## config.mk

```make
export PLATFORM = sky130hd
export DESIGN_NAME = branch_resolution_unit
export DESIGN_NICKNAME = d
export VERILOG_FILES = /design/src/rtl/branch_resolution_unit.sv
export SDC_FILE = /design/constraint.sdc
export NUM_CORES = 1
export LEC_CHECK = 0
export ABC_AREA = 1
export BUFFER_PORTS_ARGS = -buffer_cell sky130_fd_sc_hd__clkbuf_2
export CAP_MARGIN = 20
export CORE_MARGIN = 5
export CORE_UTILIZATION = 54
export CTS_CLUSTER_SIZE = 30
export DETAILED_ROUTE_END_ITERATION = 10
export HOLD_SLACK_MARGIN = 0.05
export PLACE_DENSITY = 0.74
export SYNTH_ARGS = -nofsm -noshare
export SYNTH_HDL_FRONTEND = slang
export SYNTH_SLANG_ARGS = --single-unit
```

## constraint.sdc

```tcl
create_clock -name CLK -period 4.5 [get_ports CLK]
set_input_delay 0.675 -clock CLK [delete_from_list [all_inputs] [get_ports CLK]]
set_output_delay 0.675 -clock CLK [all_outputs]
set_load 0.02 [all_outputs]
```

## src/rtl/branch_resolution_unit.sv

```systemverilog
// Branch resolution with a saturating-counter BHT, a registered PC redirect on
// mispredict, a multi-cycle flush sequencer and saturating branch statistics.
module branch_resolution_unit #(
    parameter int DATA_WIDTH   = 32,
    parameter int ADDR_WIDTH   = 32,
    parameter int BHT_DEPTH    = 64,
    parameter int COUNTER_BITS = 2,
    parameter int FLUSH_CYCLES = 2
) (
    input  logic                  CLK,
    input  logic                  RESET,
    input  logic [ADDR_WIDTH-1:0] if_pc,
    output logic                  predict_taken,
    input  logic                  resolve_valid,
    input  logic                  branch,
    input  logic                  jump,
    input  logic [2:0]            func_3_bits,
    input  logic [DATA_WIDTH-1:0] alu_result,
    input  logic                  zero,
    input  logic [ADDR_WIDTH-1:0] mem_pc,
    input  logic [ADDR_WIDTH-1:0] target_in,
    input  logic                  predicted_taken_in,
    output logic                  redirect_valid,
    output logic [ADDR_WIDTH-1:0] redirect_pc,
    output logic                  flush,
    output logic                  illegal_branch,
    output logic [31:0]           branch_count,
    output logic [31:0]           mispredict_count
);
    localparam int IDX_W = $clog2(BHT_DEPTH);
    localparam int FCW   = (FLUSH_CYCLES > 1) ? $clog2(FLUSH_CYCLES) : 1;
    localparam int CNT_INIT_I = (1 << (COUNTER_BITS - 1)) - 1;
    localparam logic [COUNTER_BITS-1:0] CNT_INIT = COUNTER_BITS'(CNT_INIT_I);
    localparam logic [COUNTER_BITS-1:0] CNT_MAX  = '1;
    localparam logic [FCW-1:0] FLUSH_LOAD = FCW'(FLUSH_CYCLES - 1);

    typedef enum logic {S_IDLE, S_FLUSH} state_t;

    state_t                  r_state, w_state_next;
    logic [FCW-1:0]          r_flush_cnt, w_flush_cnt_next;
    logic [COUNTER_BITS-1:0] r_bht [BHT_DEPTH];
    logic                    r_redirect_valid, r_illegal;
    logic [ADDR_WIDTH-1:0]   r_redirect_pc;
    logic [31:0]             r_branch_count, r_mispredict_count;

    logic                    w_taken, w_illegal, w_accept, w_mispredict, w_bht_we;
    logic [IDX_W-1:0]        w_lookup_idx, w_upd_idx;
    logic [COUNTER_BITS-1:0] w_upd_cur, w_upd_next;
    logic                    w_unused;

    assign w_unused     = ^{if_pc, mem_pc, alu_result};
    assign w_lookup_idx = if_pc[IDX_W+1:2];
    assign w_upd_idx    = mem_pc[IDX_W+1:2];
    assign predict_taken = r_bht[w_lookup_idx][COUNTER_BITS-1];

    // Jump overrides branch; reserved funct3 codes resolve not-taken and flag illegal.
    always_comb begin
        w_taken   = 1'b0;
        w_illegal = 1'b0;
        if (jump) begin
            w_taken = 1'b1;
        end else if (branch) begin
            case (func_3_bits)
                3'b000:         w_taken = zero;
                3'b001:         w_taken = !zero;
                3'b100, 3'b110: w_taken = alu_result[0];
                3'b101, 3'b111: w_taken = !alu_result[0];
                default:        w_illegal = 1'b1;
            endcase
        end
    end

    assign w_accept     = resolve_valid && (r_state == S_IDLE);
    assign w_mispredict = w_accept && (jump || (w_taken != predicted_taken_in));
    assign w_bht_we     = w_accept && branch && !jump;
    assign w_upd_cur    = r_bht[w_upd_idx];

    always_comb begin
        w_upd_next = w_upd_cur;
        if (w_taken) begin
            if (w_upd_cur != CNT_MAX) w_upd_next = w_upd_cur + 1'b1;
        end else begin
            if (w_upd_cur != '0) w_upd_next = w_upd_cur - 1'b1;
        end
    end

    generate
        for (genvar gi = 0; gi < BHT_DEPTH; gi++) begin : g_bht
            always_ff @(posedge CLK) begin
                if (RESET)
                    r_bht[gi] <= CNT_INIT;
                else if (w_bht_we && (w_upd_idx == IDX_W'(gi)))
                    r_bht[gi] <= w_upd_next;
            end
        end
    endgenerate

    always_ff @(posedge CLK) begin
        if (RESET) begin
            r_state     <= S_IDLE;
            r_flush_cnt <= '0;
        end else begin
            r_state     <= w_state_next;
            r_flush_cnt <= w_flush_cnt_next;
        end
    end

    always_comb begin
        w_state_next     = r_state;
        w_flush_cnt_next = r_flush_cnt;
        case (r_state)
            S_IDLE: begin
                if (w_mispredict) begin
                    w_state_next     = S_FLUSH;
                    w_flush_cnt_next = FLUSH_LOAD;
                end
            end
            S_FLUSH: begin
                if (r_flush_cnt == '0) w_state_next = S_IDLE;
                else                   w_flush_cnt_next = r_flush_cnt - 1'b1;
            end
            default: w_state_next = S_IDLE;
        endcase
    end

    always_ff @(posedge CLK) begin
        if (RESET) begin
            r_redirect_valid   <= 1'b0;
            r_redirect_pc      <= '0;
            r_illegal          <= 1'b0;
            r_branch_count     <= '0;
            r_mispredict_count <= '0;
        end else begin
            r_redirect_valid <= w_mispredict;
            r_illegal        <= w_accept && w_illegal;
            if (w_mispredict) begin
                r_redirect_pc <= w_taken ? target_in : mem_pc + ADDR_WIDTH'(4);
                if (r_mispredict_count != 32'hFFFF_FFFF)
                    r_mispredict_count <= r_mispredict_count + 32'd1;
            end
            if (w_accept && (r_branch_count != 32'hFFFF_FFFF))
                r_branch_count <= r_branch_count + 32'd1;
        end
    end

    assign redirect_valid   = r_redirect_valid;
    assign redirect_pc      = r_redirect_pc;
    assign flush            = (r_state == S_FLUSH);
    assign illegal_branch   = r_illegal;
    assign branch_count     = r_branch_count;
    assign mispredict_count = r_mispredict_count;
endmodule
```

==> results.md <==
- Most frequent CP cell: o21ai_0
- Starting density of the core: 55.1%
- Switching pwr: 1.44 mW
- Largest family of logic cells by synthesized area: simple AND/OR/NAND/NOR gates
- CTS tree: yes
- Placed inst area: 14900 um2
- Hold_buf cts: 0
- Vias in the first global route: 13.5k
- RSZ-0062 raised after global routing: no
- Cell Int Power: 3.86 mW
- # IOs: 238
- Residual DRC count: 0
- Pleak: 5.96 nW
- Die area: 29100 um2
- Pre-CTS setup slack: 0.861 ns
- Final worst slack: 1.16 ns
- Core area: 25300 um2
- # H-tree levels: 1
- First-pass GRT wire length: 66.4 mm
- Cells after DPL: 2381
- Detailed placement HPWL: 28.2 mm
- ANT cells: 0
- CP required: 3.83 ns
- Sequential-to-total area share from yosys stat: 41.9%
- Setup TNS Final: 0 ns
- Worst R2R End: r_bht[26][0]
- Status: completed
- Peak VDD IR: 0.000263 V
- Initial antenna violation count: 0
- Total CTS buffers: 27
- Reg2reg setup slack: 1.91 ns
- Final hold slack: 0.350 ns
- Total GRT Usage: 27.8%
- Skew-Pair Late Insertion Delay: 0.53 ns
- CTS resizes: 0
- Fmax: 299 MHz
- Via density: 5.76
- GPL Wtd Cong: 0.973
- Post-CTS Setup Bufs: 0
- Final Instance Count excl. Fillers: 2430
- Slew @ Worst Pin: 1.10 ns
- Setup crit end kind: output pin
- Fin nets: 2224
- Detail Route Antenna Nets: 0
- Worst min-delay path class: in -> reg
- Post-Syn Nets: 2109
- Port Buf Inserts: 180
- Final hold viol count: 0
- Final setup viols: 0
- Max_cap viols: 0
- Area share of and/or/nand/nor cells after synthesis: 31.0%
- Post-synthesis adder-cell area fraction: 0.538%
- Largest net degree at the start of global routing: 69
- Reg2reg start: r_bht[8][1]
- Crit path cell chain: clkbuf_2, o21ai_0, o21ai_0, o21ai_0, o211ai_1, nand3_1, nand2_1, clkbuf_2
- Syn_area_per_cell: 7.10 um2
- Seq pwr share: 43.0%
- Synth Area in XOR/XNOR: 3.71%
- CP max-delay cell: clkbuf_2
- Final wirelength: 42.3 mm
- Max Slew Vio Count: 0
- Synth Instances: 1965
- Clk pwr share: 43.6%
- Clock Tree Buf Depth: 3
- Max FO, Critical Path: 32
- Switching share of total power: 27.2%
- Hold Path Depth: 2
- Clock Skew: 0.0132 ns
- Fill cells: 2291
- CP peak stage delay: 0.64 ns
- Pre-Repair DR Iteration Count: 5
- Most frequent cells in the layout: 392 x nand2_1, 246 x nor2_1, 220 x inv_1
- PnR Total Power: 5.30 mW
- Mapped cell area: 13900 um2
- Share of cells above drive strength 1: 14.6%
- Post-synthesis mux area share: 0%
- Unique masters post-synth: 38
- Final core occ: 62.5%
- Via count: 14.0k
- Reg2Reg Depth: 13
- Rows: 58
- Gate power share: 13.4%
- Clk slew on worst S/H paths: 0.06 ns
- Arr. time, crit path: 2.67 ns
- Iteration-0 DRC Markers: 1324
- Worst Setup Path Type: in -> out
- #FFs+latches synth: 228
- Die H: 171 um
- Post-synthesis compound-gate area fraction: 12.5%
- Relative slew slack: 26.9%
- Synth warnings: 0
- Clock sink total: 228
- Final worst path period need: 3.34 ns
- Finished Cell Area: 15800 um2
- WHS Endpoint: illegal_branch
- Area Overhead vs Synth: 13.4%
- Die extent in x: 171 um
- Routed length per instance: 17.4 um
- CTS Root Buffer Type: clkbuf_16
- Crit path launch type: input pin
- Pwr Density: 335 nW/um2
- Fin crit share: 74.2%
- Gr ovfl total: 0
- Most common cell after layout, fill and taps aside: nand2_1
- Worst Hold Launch: func_3_bits[2]
==> area by class of cell <==
cell class,instances,area [um2],area share (%)
Timing Repair Buffer,201,1090,6.87
Inverter,225,845,5.34
Clock buffer,36,803,5.08
Tap cell,330,413,2.61
Clock inverter,13,148,0.933
Multi-Input combinational cell,1397,6680,42.2
Sequential cell,228,5850,37.0
==> worst max path at each step <==
stage	end	from	slack, ns	depth (start not counted)
2_1_floorplan	predict_taken	if_pc[2]	1.96	8
3_3_place_gp	r_bht[7][0]	mem_pc[3]	0.95	14
3_5_place_dp	r_bht[26][0]	mem_pc[3]	0.86	14
4_1_cts	predict_taken	if_pc[3]	1.29	8
5_1_grt	r_bht[26][0]	mem_pc[3]	1.14	14
6_report	predict_taken	if_pc[3]	1.16	8
==> cells in the mapped netlist <==
master,number,area share [%]
edfxtp_1,128,28
nor3_1,116,4.2
nor4_1,3,0.13
buf_1,2,0.054
and2_1,1,0.045
buf_4,6,0.32
nor2_1,246,6.6
nor3b_1,5,0.27
a21oi_1,113,4.1
nand3_1,152,5.5
nand2_1,393,11
or2_2,2,0.090
a221oi_1,1,0.063
clkbuf_1,57,1.5
o21bai_1,1,0.054
clkinv_1,2,0.054
o21ai_0,184,6.6
buf_6,12,0.97
nor2_2,45,2.0
o211a_1,4,0.29
xor2_1,42,2.6
o21a_1,1,0.054
o211ai_1,13,0.70
o21ai_1,15,0.54
a31oi_1,2,0.090
ha_1,6,0.54
nand2_4,1,0.081
nand4_1,23,1.0
dfxtp_1,100,14
buf_2,38,1.4
nand3_2,2,0.14
nand2_2,2,0.090
inv_2,2,0.054
nor2_4,1,0.081
o22ai_1,2,0.090
xnor2_1,17,1.1
nand3b_1,4,0.22
inv_1,221,5.9
==> power groups by stage <==
| stage | clock (mW) | sequential, mW | combinational [mW] |
|---|---|---|---|
| final | 2.31 | 2.28 | 0.711 |
| after global routing | 2.42 | 2.28 | 0.771 |
| after CTS | 2.33 | 2.28 | 0.702 |
| after detailed placement | 0 | 2.32 | 0.698 |
| after global placement | 0 | 2.32 | 0.689 |
| after floorplan | 0 | 2.35 | 0.445 |
==> critical path: cells and delay by family <==
| family | cells | cell delay (ns) |
|---|---|---|
| simple gates | 2 | 0.19 |
| compound gates | 4 | 0.96 |
| buf+inv | 2 | 0.81 |
==> state kept, by name (all words and copies together), names as in the netlist <==
name and cells:
branch_count 32, flush 1, illegal_branch 1, mispredict_count 32
r_bht 128, r_flush_cnt 1, redirect_pc 32, redirect_valid 1
==> kinds of logic (layout without fill, tap and decap cells) <==
family          after synthesis  count (layout)
xor+xnor                     59              59
flops                       228             228
buf+inv                     340             475
simple gates                996             996
compound gates              336             336
fa+ha+maj                     6               6
==> metal layers <==
layer	vias up	track usage [%]	share of wire (%)
met3	134	4.25	9.2
met4	0	12.6	3.9
met1	6477	35.5	40
met2	692	46.9	47
met5	-	0	0
li1	6682	-	-
No activity file was read; power rests on OpenSTA's default activity.
